$ cat src/rtl/seq_pkg.sv
// Shared definitions for the serializer feeder and the downstream "110" sequence detector.
package seq_pkg;

    localparam int unsigned SER_DEFAULT_WIDTH = 8;

    typedef enum logic [1:0] {
        IDLE   = 2'd0,
        SHIFT  = 2'd1,
        PARITY = 2'd2
    } ser_state_t;

    // Detector progress through the "110" pattern
    typedef enum logic [1:0] {
        DET_S0  = 2'd0,
        DET_S1  = 2'd1,
        DET_S11 = 2'd2
    } det_state_t;

    function automatic logic even_parity(input logic [31:0] w);
        return ^w;
    endfunction

endpackage

$ cat src/rtl/seq_bit_serializer.sv
// Valid/ready word-to-bit serializer with zero-gap streaming between words.
// Optional trailing even-parity bit per word when SER_PARITY_EN is defined.
module seq_bit_serializer
    import seq_pkg::*;
#(
    parameter int unsigned WIDTH     = SER_DEFAULT_WIDTH,
    parameter bit          MSB_FIRST = 1'b1
) (
    input  logic             clk,
    input  logic             rst,
    input  logic [WIDTH-1:0] s_data,
    input  logic             s_valid,
    output logic             s_ready,
    output logic             bit_out,
    output logic             bit_valid,
    output logic             word_done
);

    localparam int unsigned      CNT_W    = $clog2(WIDTH);
    localparam logic [CNT_W-1:0] CNT_LAST = CNT_W'(WIDTH - 1);

    ser_state_t       state_q, state_d;
    logic [CNT_W-1:0] cnt_q, cnt_d;
    logic [WIDTH-1:0] sreg_q, sreg_d;
    logic [WIDTH-1:0] shifted_c;
    logic             bit_out_q, bit_out_d;
    logic             bit_valid_q, bit_valid_d;
    logic             word_done_q, word_done_d;
    logic             ready_c;
    logic             accept_c;
`ifdef SER_PARITY_EN
    logic             par_q, par_d;
`endif

    // The bit on the wire is always the head of the shift register.
    function automatic logic head(input logic [WIDTH-1:0] w);
        return MSB_FIRST ? w[WIDTH-1] : w[0];
    endfunction

    assign shifted_c = MSB_FIRST ? {sreg_q[WIDTH-2:0], 1'b0} : {1'b0, sreg_q[WIDTH-1:1]};

    always_comb begin
        state_d     = state_q;
        cnt_d       = cnt_q;
        sreg_d      = sreg_q;
        bit_out_d   = 1'b0;
        bit_valid_d = 1'b0;
        word_done_d = 1'b0;
        ready_c     = 1'b0;
`ifdef SER_PARITY_EN
        par_d       = par_q;
`endif

        // Ready only when the cycle after the next edge has no bit of the current word left
        case (state_q)
            IDLE:    ready_c = 1'b1;
`ifdef SER_PARITY_EN
            SHIFT:   ready_c = 1'b0;
            PARITY:  ready_c = 1'b1;
`else
            SHIFT:   ready_c = (cnt_q == '0);
`endif
            default: ready_c = 1'b0;
        endcase
        accept_c = ready_c & s_valid;

        if (state_q == SHIFT && cnt_q != '0) begin
            cnt_d       = cnt_q - CNT_W'(1);
            sreg_d      = shifted_c;
            bit_out_d   = head(shifted_c);
            bit_valid_d = 1'b1;
`ifndef SER_PARITY_EN
            word_done_d = (cnt_q == CNT_W'(1));
`endif
        end
`ifdef SER_PARITY_EN
        else if (state_q == SHIFT) begin
            state_d     = PARITY;
            bit_out_d   = par_q;
            bit_valid_d = 1'b1;
            word_done_d = 1'b1;
        end
`endif
        else if (accept_c) begin
            state_d     = SHIFT;
            cnt_d       = CNT_LAST;
            sreg_d      = s_data;
            bit_out_d   = head(s_data);
            bit_valid_d = 1'b1;
`ifdef SER_PARITY_EN
            par_d       = even_parity(32'(s_data));
`endif
        end else begin
            state_d = IDLE;
        end
    end

    always_ff @(posedge clk or posedge rst) begin
        if (rst) begin
            state_q     <= IDLE;
            cnt_q       <= '0;
            sreg_q      <= '0;
            bit_out_q   <= 1'b0;
            bit_valid_q <= 1'b0;
            word_done_q <= 1'b0;
`ifdef SER_PARITY_EN
            par_q       <= 1'b0;
`endif
        end else begin
            state_q     <= state_d;
            cnt_q       <= cnt_d;
            sreg_q      <= sreg_d;
            bit_out_q   <= bit_out_d;
            bit_valid_q <= bit_valid_d;
            word_done_q <= word_done_d;
`ifdef SER_PARITY_EN
            par_q       <= par_d;
`endif
        end
    end

    assign s_ready   = ready_c & ~rst;
    assign bit_out   = bit_out_q;
    assign bit_valid = bit_valid_q;
    assign word_done = word_done_q;

endmodule

$ cat config.mk
export PLATFORM = sky130hd
export DESIGN_NAME = seq_bit_serializer
export DESIGN_NICKNAME = d
export VERILOG_FILES = /design/src/rtl/seq_pkg.sv /design/src/rtl/seq_bit_serializer.sv
export SDC_FILE = /design/constraint.sdc
export NUM_CORES = 1
export LEC_CHECK = 0
export BUFFER_PORTS_ARGS = -buffer_cell sky130_fd_sc_hd__buf_2
export CORE_MARGIN = 4
export CORE_UTILIZATION = 45
export DETAILED_ROUTE_END_ITERATION = 8
export GPL_ROUTABILITY_DRIVEN = 0
export GPL_TIMING_DRIVEN = 0
export PLACE_DENSITY = 0.69
export SETUP_SLACK_MARGIN = 0.5
export SLEW_MARGIN = 20
export SYNTH_ARGS = -nofsm -noshare
export SYNTH_HDL_FRONTEND = slang
export SYNTH_SLANG_ARGS = --single-unit
$ cat constraint.sdc
create_clock -name clk -period 2 [get_ports clk]
set_clock_uncertainty 0.15 [all_clocks]
set_input_delay 0.4 -clock clk [delete_from_list [all_inputs] [get_ports clk]]
set_output_delay 0.4 -clock clk [all_outputs]
set_load 0.02 [all_outputs]
Yosys cells after proc, flatten, opt, wreduce, memory -nomap -nowiden. Index checks and enable logic that the tools add are counted.

Register bits: 15. Output and inout bits: 4. Bits of input ports: 11. Logic and storage cells: 28.

Bitwise gates (word level): 3. Reductions and logical operators: 5. Multiplexer cells: 11. Equal/unequal tests: 2. $add $sub $neg: 1.

Operators by type and width (count): two-way mux 7 bit (2); two-way mux 1 bit (6); two-way mux 3 bit (2); equality test 3 x 1 -> 1 bit, second input constant (1); logical NOT 3 bit (1); nonzero test 3 bit (1); subtractor 3 x 1 -> 3 bit, second input constant (1); bitwise AND 1 bit (2); equality test 2 x 1 -> 1 bit, second input constant (1); logical NOT 2 bit (1); one-hot mux 1 bit (2 select lines) (1); nonzero test 2 bit (1); logical AND 1 bit (1); NOT 1 bit (1).

Logic depth before layout (Yosys ltp).
Word-level depth: 5. Gate-level depth with buffers: 7. Gate-level depth less buffers: 6.

Least setup slack after synthesis. Ideal clock, no wire load.

Kind: flip-flop to output port. Start point: reg cnt_q[0]. End point: out s_ready. Cell stages (with the launch flop): 7. Path buffers: 1. Setup slack: 0.192 ns. Data required time: 1.450 ns. Data arrival time: 1.258 ns. Path through: dfrtp_1 inv_1 ha_1 ha_1 nor2b_4 buf_2 nor2_1.

Word-level cells in the longest chain between the ends: 3.

Ends and longest elaborated chain: from (decl) (line seq_bit_serializer.sv:23) `logic [CNT_W-1:0] cnt_q, cnt_d;`; from (signal assigned) (line seq_bit_serializer.sv:111) `cnt_q <= cnt_d;`; logical NOT 3 bit (line seq_bit_serializer.sv:61) `SHIFT: ready_c = (cnt_q == '0);`; one-hot mux 1 bit (2 select lines) (line seq_bit_serializer.sv:55) `case (state_q)`; bitwise AND 1 bit (line seq_bit_serializer.sv:122) `assign s_ready = ready_c & ~rst;`; to (decl) (line seq_bit_serializer.sv:13) `output logic s_ready,`.

No other way between the ends.

Worst setup path after layout. Ends and elaborated chain as after synthesis.

==> results.md <==
- Outcome: completed
- Leak pwr: 0.480 nW
- Arrival time worst endpoint: 1.44 ns
- Aggregate global-route resource usage: 13.2%
- Main area contributors after synthesis: sky130_fd_sc_hd__dfrtp_1, sky130_fd_sc_hd__mux2i_1, sky130_fd_sc_hd__ha_1
- Setup TNS Final: 0 ns
- Fraction of layout cells with a size suffix above 1: 51.8%
- Placed Cells: 87
- H-tree depth reported by CTS: 1
- Number of clock sinks: 14
- IO Port Bufs: 14
- Final Cell Area: 946 um2
- Placed cell area: 761 um2
- Cells after synthesis: 58
- Floorplan die area: 2100 um2
- IR drop worst, VDD: 865 uV
- Sequential share of power: 31.9%
- Worst path slowest cell: sky130_fd_sc_hd__dfrtp_1
- Max Clock Freq: 503 MHz
- Syn nets: 72
- Antenna violations before repair: 0
- Cell internal pwr: 0.901 mW
- Final core utilization: 71.8%
- Post-Place Worst Slack: 0.129 ns
- Tightest hold margin: 0.0211 ns
- Share of Yosys cell area claimed by the top area cell type: 54.5%
- Final critical-path setup slack: 0.0119 ns
- Reg2reg path depth: 8
- Number of nets with antenna violations after routing: 0
- Post-Route WL: 1360 um
- DR pass1 iterations: 4
- Ys Warns: 0
- DRC violations left: 0
- Net load switching power: 0.491 mW
- Synth Cell Area: 643 um2
- Wire length per cell after detailed routing: 13.6 um
- Final Slew Violations: 0
- WS Path Type: reg2out
- Post-synthesis cell type count: 16
- Slew Limit Headroom: 64.2%
- Clk pwr share: 15.1%
- Setup violators final: 0
- CTS Buf Count: 3
- Count of hold buffers inserted by post-cts repair: 0
- Type of the tightest min-delay check: in2async
- Switching share of total power: 35.3%
- Clock Latency Late Sink: 0.29 ns
- Number of DRC violations after detailed-routing iteration 0: 2
- Worst flop-to-flop path startpoint: cnt_q[0]
- Crit path capture type: output pin
- ANT cells: 0
- Number of placement rows: 13
- Clock root cell: sky130_fd_sc_hd__clkbuf_4
- Initial core utilization: 48.8%
- Fin cells: 100
- Part of the Yosys area used for sequential elements: 54.5%
- Total congestion overflow: 0
- Setup repair after global routing missed its margin: yes
- Critical-path maximum fanout: 2
- Critical path required time: 1.45 ns
- Max cap viols: 0
- Clock-pin transition on the worst setup and hold timing paths: 0.09 ns
- Worst slew pin tran: 0.536 ns
- Crit path cell chain: inv_2 -> ha_4 -> ha_4 -> nor2b_4 -> buf_6 -> nor2_4 -> buf_6
- Largest net degree at the start of global routing: 15
- Pwr Total: 1.39 mW
- Combinational power share: 52.9%
- Overall via count from detail_route: 494
- Die outline width: 45.8 um
- Tcrit/Tclk final: 99.4%
- Relative area change from synthesis to final layout: 47.1%
- Mapped Avg Cell Area: 11.1 um2
- RR Endpoint: sreg_q[6]
- Fin crit period: 1.99 ns
- Total number of nets in the final design: 100
- Total I/O pin count: 15
- Detailed Place HPWL: 746 um
- Delay of the slowest critical-path stage: 0.39 ns
- Post-detailed-route via-to-cell ratio: 4.94
- Total power per unit cell area: 1470 nW/um2
- TritonCTS clock tree: done
- Most common cell after layout, fill and taps aside: sky130_fd_sc_hd__dfrtp_1
- CTS Buffer Depth: 2
- Global-route wire length before repair: 1910 um
- Core region area: 1320 um2
- Via count of the first global-routing pass: 447
- Hold Violations, Final: 0
- Post-synthesis cell type with the largest combined area: sky130_fd_sc_hd__dfrtp_1
- Flop2flop setup slack: 0.35 ns
- Die H: 45.8 um
- Critical path launch point type: flip-flop
- Top library cells by usage in the layout, fill and taps aside: sky130_fd_sc_hd__dfrtp_1, sky130_fd_sc_hd__buf_2, sky130_fd_sc_hd__nand2_1
- Yosys reg bits: 14
==> power by group through the flow <==
| stage | Sequential, mW | Clock [mW] | Combinational, mW |
|---|---|---|---|
| floorplan | 0.458 | 0 | 0.313 |
| global placement | 0.441 | 0 | 0.419 |
| detailed placement | 0.444 | 0 | 0.425 |
| CTS | 0.435 | 0.209 | 0.533 |
| global route | 0.456 | 0.218 | 0.811 |
| finish | 0.444 | 0.211 | 0.737 |
==> flip-flops by register name, indices dropped and copies added, names as in the netlist <==
name / count
state_q: 1
bit_valid: 1
cnt_q: 3
sreg_q: 7
bit_out: 1
word_done: 1
==> worst max path at each step <==
stage,to,start,depth (start not counted),slack (ns)
floorplan,s_ready,cnt_q[0],6,0.36
global placement,s_ready,cnt_q[0],7,0.15
detailed placement,s_ready,cnt_q[0],7,0.13
CTS,s_ready,cnt_q[0],7,0.04
global route,s_ready,cnt_q[0],7,-0.03
finish,s_ready,cnt_q[0],7,0.01
==> critical path, delay by kind of cell, from the launching register on <==
family                     cells  cell delay, ns
and+or+nand+nor                2            0.16
buffers and inverters          3            0.30
adders and majority gates      2            0.31
DFF                            1            0.39
==> synth_stat cells <==
library cell / count
sky130_fd_sc_hd__o21ai_0: 4
sky130_fd_sc_hd__buf_2: 1
sky130_fd_sc_hd__nor3_1: 3
sky130_fd_sc_hd__nand2_1: 8
sky130_fd_sc_hd__buf_6: 1
sky130_fd_sc_hd__nor2b_4: 1
sky130_fd_sc_hd__inv_1: 4
sky130_fd_sc_hd__o21ai_2: 3
sky130_fd_sc_hd__dfrtp_1: 14
sky130_fd_sc_hd__buf_4: 1
sky130_fd_sc_hd__mux2i_1: 7
sky130_fd_sc_hd__a21oi_1: 3
sky130_fd_sc_hd__or2_2: 2
sky130_fd_sc_hd__ha_1: 3
sky130_fd_sc_hd__nor2_1: 2
sky130_fd_sc_hd__and3_1: 1
==> timing repair <==
item	4_1_cts	5_1_grt
gates cloned	0	2
setup buffers	3	4
pin swaps	3	3
setup endpoints to repair	10	14
gates resized for setup	8	12
==> cells by family (layout without fill, tap and decap cells) <==
family | after synthesis | count (layout) | share of synthesized area [%]
compound gates | 10 | 10 | 9.53
fa+ha+maj | 3 | 3 | 5.84
buf+inv | 7 | 34 | 6.03
flops | 14 | 14 | 54.5
mux | 7 | 7 | 10.9
simple gates | 17 | 17 | 13.2
==> final cells by class <==
type,count,area [um2]
fill,96,372
inverter,4,15.0
timing repair buffer,23,176
tap,15,18.8
clock buffer,4,36.3
sequential,14,350
buffer,3,37.5
multi-input combinational,37,312
==> routing by layer <==
layer	track usage, %	up-vias	routed length, um
met4	10.2	0	23
met3	2.37	4	60
met5	0	-	0
met1	15.2	232	586
li1	-	247	-
met2	21.4	11	685
Power figures use the tool's default switching activity.
